### src/rtl/mips_regfile_wb.sv
// rtl/mips_regfile_wb.sv - 32x32 MIPS register file with overflow-trap writeback gating
// Optional build macro: REGFILE_BYPASS_EN enables write-through forwarding on all read ports.
module mips_regfile_wb #(
    parameter int DATA_W = 32,
    parameter int ADDR_W = 5
) (
    input  logic              clk,
    input  logic              rst_n,
    input  logic [ADDR_W-1:0] rs_addr,
    input  logic [ADDR_W-1:0] rt_addr,
    output logic [DATA_W-1:0] rs_data,
    output logic [DATA_W-1:0] rt_data,
    input  logic              wr_en,
    input  logic [ADDR_W-1:0] rd_addr,
    input  logic [DATA_W-1:0] wr_data,
    input  logic              ov_chk,
    input  logic              ov,
    input  logic              ovf_clr,
    output logic              ovf_trap,
    output logic              ovf_sticky,
    output logic [ADDR_W-1:0] ovf_rd,
    input  logic [ADDR_W-1:0] dbg_addr,
    output logic [DATA_W-1:0] dbg_data
);

    localparam int DEPTH = 1 << ADDR_W;

    logic [DATA_W-1:0] r_regs [0:DEPTH-1];
    logic              r_ovf_trap;
    logic              r_ovf_sticky;
    logic [ADDR_W-1:0] r_ovf_rd;

    logic              w_ovf_ev;
    logic              w_commit;
    logic [DATA_W-1:0] w_rs_data;
    logic [DATA_W-1:0] w_rt_data;
    logic [DATA_W-1:0] w_dbg_data;

    // A trapping op that overflowed is an event even when it targets r0;
    // it never commits, so the destination keeps its old value.
    assign w_ovf_ev = wr_en & ov_chk & ov;
    assign w_commit = wr_en & (rd_addr != '0) & ~(ov_chk & ov);

    // Register array: cleared on reset, otherwise takes committed writeback data.
    always_ff @(posedge clk) begin
        if (!rst_n) begin
            for (int i = 0; i < DEPTH; i++) begin
                r_regs[i] <= '0;
            end
        end else if (w_commit) begin
            r_regs[rd_addr] <= wr_data;
        end
    end

    // Overflow status: trap pulse mirrors last edge's event; sticky keeps the first rd until cleared.
    always_ff @(posedge clk) begin
        if (!rst_n) begin
            r_ovf_trap   <= 1'b0;
            r_ovf_sticky <= 1'b0;
            r_ovf_rd     <= '0;
        end else begin
            r_ovf_trap <= w_ovf_ev;
            if (w_ovf_ev && (!r_ovf_sticky || ovf_clr)) begin
                // A clear arriving with a new event lets the new event recapture.
                r_ovf_sticky <= 1'b1;
                r_ovf_rd     <= rd_addr;
            end else if (!w_ovf_ev && ovf_clr) begin
                r_ovf_sticky <= 1'b0;
            end
        end
    end

    // Combinational read ports; index 0 is hard-wired to zero.
    always_comb begin
        w_rs_data  = (rs_addr  == '0) ? '0 : r_regs[rs_addr];
        w_rt_data  = (rt_addr  == '0) ? '0 : r_regs[rt_addr];
        w_dbg_data = (dbg_addr == '0) ? '0 : r_regs[dbg_addr];
`ifdef REGFILE_BYPASS_EN
        // Commit already excludes rd_addr == 0 and suppressed writes, so neither is forwarded.
        if (w_commit && (rs_addr == rd_addr)) begin
            w_rs_data = wr_data;
        end
        if (w_commit && (rt_addr == rd_addr)) begin
            w_rt_data = wr_data;
        end
        if (w_commit && (dbg_addr == rd_addr)) begin
            w_dbg_data = wr_data;
        end
`else
        // Without forwarding, reads show the pre-edge contents.
`endif
    end

    assign rs_data    = w_rs_data;
    assign rt_data    = w_rt_data;
    assign dbg_data   = w_dbg_data;
    assign ovf_trap   = r_ovf_trap;
    assign ovf_sticky = r_ovf_sticky;
    assign ovf_rd     = r_ovf_rd;

endmodule
### config.mk
export PLATFORM = sky130hd
export DESIGN_NAME = mips_regfile_wb
export DESIGN_NICKNAME = d
export VERILOG_FILES = /design/src/rtl/mips_regfile_wb.sv
export SDC_FILE = /design/constraint.sdc
export NUM_CORES = 2
export LEC_CHECK = 0
export BUFFER_PORTS_ARGS = -buffer_cell sky130_fd_sc_hd__buf_2
export CORE_UTILIZATION = 60
export DETAILED_ROUTE_END_ITERATION = 16
export PLACE_DENSITY_LB_ADDON = 0.12
export SLEW_MARGIN = 5
export SYNTH_ARGS = -nofsm -noshare
export SYNTH_HDL_FRONTEND = slang
export SYNTH_SLANG_ARGS = --single-unit
### constraint.sdc
create_clock -name clk -period 4.91 [get_ports clk]
set_input_delay 0.2455 -clock clk [delete_from_list [all_inputs] [get_ports clk]]
set_output_delay 0.2455 -clock clk [all_outputs]
set_load 0.01 [all_outputs]
Word level (Yosys, flattened, before mapping)
Memory sizes are Yosys's and may differ from the RTL's. Index checks and enable logic that the tools add are counted.

Memories kept: 1. Input port bits: 58. Flip-flop bits (word level): 7. RAM bits: 1024. Logic and storage cells: 33.

Mux-type cells: 12. Bitwise gates (word level): 6. Reductions and logical operators: 11.

Memories: r_regs (depth 32, bits a word 32, read ports 3, clocked after memory_dff 0, write ports 32, line 28) `logic [DATA_W-1:0] r_regs [0:DEPTH-1];`.

Operators with widths (number): $mux 32 (4); $reduce_or 32->1 (1); $logic_not 5->1 (3); $mux 1 (7); $and 1x1->1 (5); $mux 5 (1); $reduce_bool 5->1 (1); $logic_and 1x1->1 (2); $logic_not 1->1 (2); $reduce_bool 2->1 (1); $logic_or 1x1->1 (1); $not 1->1 (1).

Longest topological paths before layout
Word-level depth: 8. Mapped depth: 9. Depth with buffers taken out: 4.

Worst setup path after synthesis
Ideal clock, no wire load.

Path kind: in2reg. Start point: input port ov_chk. End point: memory r_regs[28][0], enable pin. Data required time: 4.444 ns. Cell stages on the path: 4. Arrival time: 3.446 ns. Path slack: 0.998 ns. Cell sequence: and2_1 or4_1 clkbuf_1 o21ai_0.

RTL lines: start: declaration (line 16) `input logic ov_chk,`; end: declaration (line 28).

Worst setup path after layout
Start point: input port dbg_addr[3]. End point: output port dbg_data[22].

Cells in the longest elaborated chain, start to end: 2. Elaborated cells on any way between the ends: 3. Classes of those cells: 1 x mux; 1 x reduce/logical; 1 x memory.

Ends and longest elaborated chain: start: declaration (line 22) `input logic [ADDR_W-1:0] dbg_addr,`; $mem_v2 32x32 or $logic_not 5->1 (tied branches); $mux 32 * (line 77) `w_dbg_data = (dbg_addr == '0) ? '0 : r_regs[dbg_addr];`; end: declaration (line 23) `output logic [DATA_W-1:0] dbg_data`.

Every way passes the cells marked *; elsewhere a longest branch is shown, timed or not.

==> impl_results.md <==
- Switching Fraction: 27.3%
- Root Driver: clkbuf_16
- H-tree Lvls: 3
- Vias in the first global route: 42.0k
- Fill cells: 7268
- Critical Path Sink Type: primary output
- Synth Warn #: 0
- Seq/Total Area, Yosys: between 40% and 50%
- # IOs: 161
- Clk Latency, worst-skew pair: a little over 700 ps
- Total number of vias: 43.8k
- Most frequent cell after synthesis: edfxtp_1
- Hold Path Class: in -> reg
- Antenna violations before repair: 21
- Worst slew pin tran: 1460 ps
- EDFF count, synth: 1024
- Sw power: 6.03 mW
- Final Critical Period: approximately 4200 ps
- Final Skew: 13.7 ps
- WL/cell: 39.2 microns
- Commonest cells post-synth: edfxtp_1, and2_1, mux4_2
- # DRC: 0
- RSZ-0062 raised after global routing: no
- Yosys top cell area share: between 40% and 50%
- Pre-CTS setup slack: 958 ps
- Clk buf depth: 3
- Crit path largest cell delay: approximately 1300 ps
- Routability Congestion: 0.962
- Placement Cell Area: between 60000 and 70000 sq um
- Synth Area in Compound Gates: 4.99%
- Slowest cell on the critical path: a2111oi_0
- # nets final: 4295
- Final ANT Viol Nets: 0
- Largest net degree at the start of global routing: between 80 and 90
- Synth Flop Type: edfxtp_1
- Combinational group share of total power: 16.5%
- Post-synthesis mux area share: 30.1%
- Sequential power share: 47.7%
- Yosys cell types: 50
- Gr usage total: between 40% and 50%
- Layout area overhead: 9.68%
- XOR/XNOR share of the synthesized area: 0%
- Final Slew Violations: 0
- Clock slew at reported path FFs: 60 ps
- Num CTS Buffers: 109
- Post-CTS Setup Inserts: 0
- Register bit total from synthesis: 1031
- Initial Utilization: around three fifths
- DR vias/cell: 7.65
- Placed Instances: roughly 5.5k
- Post-synth top area cell: edfxtp_1
- Fmax: 239 MHz
- Setup violations, final: 0
- DRT Wirelength: 224000 microns
- CTS tree: built
- Static leakage: 23.6 nW
- P_int: about 16 mW
- Setup TNS Final: 0 ps
- DR pass1 iterations: 8
- Asr flop ratio synth: 0%
- Failing checks: max-capacitance violations
- Final hold vios: 0
- DRT iter0 DRCs: 7727
- Worst endpoint required time: 4660 ps
- Adder-Cell Fraction of Synth Area: 0%
- Largest family of logic cells by synthesized area: multiplexers
- Synthesized cell area: 62800 sq um
- Final instance area: roughly 69000 sq um
- Worst EP arrival: 3940 ps
- PwrDens: 321 nW/um^2
- Pwr Total: 22.1 mW
- Top cells by area, synth: edfxtp_1, mux4_2, and2_1
- Final worst-path cycle share: 85.2%
- Peak VDD IR: 0.254 mV
- Die Height: approximately 330 microns
- Max Cap Violations: 1
- Startpoint type of the worst setup path: input port
- Core Area: 104000 sq um
- Simple-Gate Fraction of Synth Area: 12.1%
- Die area: 106000 sq um
- Layout cells sized above 1: roughly 30%
- Gr ovfl total: 0
- Critical path peak fanout: 14
- Relative slew slack: less than 1%
- Avg Synthesized Cell Area: 14.8 sq um
- Row count: 118
- Post-DP HPWL: 139000 microns
- First-pass GRT wire length: approximately 310000 microns
- Final worst slack: slightly above 700 ps
- Post-Layout Cell Count: 5716
- Clock power share: 35.8%
- Buffers added on ports: 160
- Die W: approximately 330 microns
- Setup CP Type: in -> out
- Crit-path cells: buf_2 > buf_4 > nand3b_1 > buf_4 > o22ai_1 > a2111oi_0 > nor3_1 > buf_2
- Cells after synthesis: 4247
- Clock sinks: between 1k and 1.5k
- Status: complete, but fails checks
## per-stage QoR
stage	util (%)	hold slack, ps
floorplan	-	393
global placement	63.1	471
detailed placement	63.1	481
CTS	66.4	122
global route	66.4	191
finish	66.4	168
## final cells by class
class / instances / area, sq um / area share, %
multi-input cells: 2750 / 30400 / 44.2
well taps: 1380 / 1730 / 2.51
diodes: 11 / 27.5 / 0.0400
inverters: 3 / 11.3 / 0.0164
flip-flops and latches: 1031 / 30900 / 44.9
repair buffers: 342 / 2480 / 3.61
clock inverters: 51 / 367 / 0.532
clock buffers: 148 / 2940 / 4.27
## critical path, delay by kind of cell
family	cells	cell delay, ps
and+or+nand+nor	2	890
AOI/OAI and AO/OA	2	1400
buffers and inverters	4	1390
## repair_timing
item,in CTS,in global routing
hold buffers,9,0
gates resized for setup,0,0
endpoints found under the hold margin,7,0
## metal layers
layer  GRT usage (%)  vias up  routed length, microns
met1            55.8    22000                   75900
met5           0.815        -                     159
met4            21.7       16                   13100
li1                -    16800                       -
met2            61.7     4071                   99500
met3            14.6      802                   35600
## power groups by stage
stage / logic, mW / clock network [mW] / registers (mW)
3_3_place_gp: 3.49 / 0 / 10.7
3_5_place_dp: 3.51 / 0 / 10.7
4_1_cts: 3.52 / 7.90 / 10.5
6_report: 3.65 / 7.93 / 10.5
5_1_grt: 3.71 / 8.19 / 10.6
2_1_floorplan: 2.25 / 0 / 10.6
## final timing paths
path                                   from              to  slack, ps  cells past startpoint
worst max register to register   ovf_sticky       ovf_rd[2]       3740                      4
worst min-delay path            wr_data[25]  r_regs[28][25]        170                      2
worst min register to register    ovf_rd[3]       ovf_rd[3]        490                      2
worst max-delay path            dbg_addr[3]    dbg_data[22]        730                      8
## cells in the final DEF (no fill, tap or decap), drive strengths merged, types with 3 or more instances in the layout
master	Yosys	routed
edfxtp	1024	1024
and2	1013	1013
mux4	678	678
buf	167	330
mux2i	291	291
clkbuf	327	151
o22ai	94	94
a22oi	82	82
nor3	66	66
mux2	63	63
a211oi	54	54
a22o	47	47
nor2b	46	46
a21oi	44	44
nor2	43	43
clkinv	2	38
o21ai	33	33
conb	1	32
o221ai	25	25
a2111oi	25	25
nor4	24	24
nand2	18	18
o32ai	14	14
nand2b	12	12
diode	0	11
dlygate4sd3	0	9
a32o	8	8
clkinvlp	0	8
dfxtp	7	7
nand3b	5	5
nand3	5	5
bufinv	0	4
inv	1	4
or3b	4	4
a221oi	3	3
and3	3	3
or2	3	3
## cells by family (layout without fill, tap and decap cells)
| family | count (synthesis) | after routing |
|---|---|---|
| other | 1 | 43 |
| muxes | 1032 | 1032 |
| buffers and inverters | 497 | 544 |
| and+or+nand+nor | 1250 | 1250 |
| AOI/OAI and AO/OA | 436 | 436 |
| DFF | 1031 | 1031 |
## flip-flops by register name, summed over array words and instances, names as in the netlist
signal	cells
r_regs	1024
ovf_trap	1
ovf_rd	5
ovf_sticky	1
Note: power is estimated with default switching activity, not from simulation.
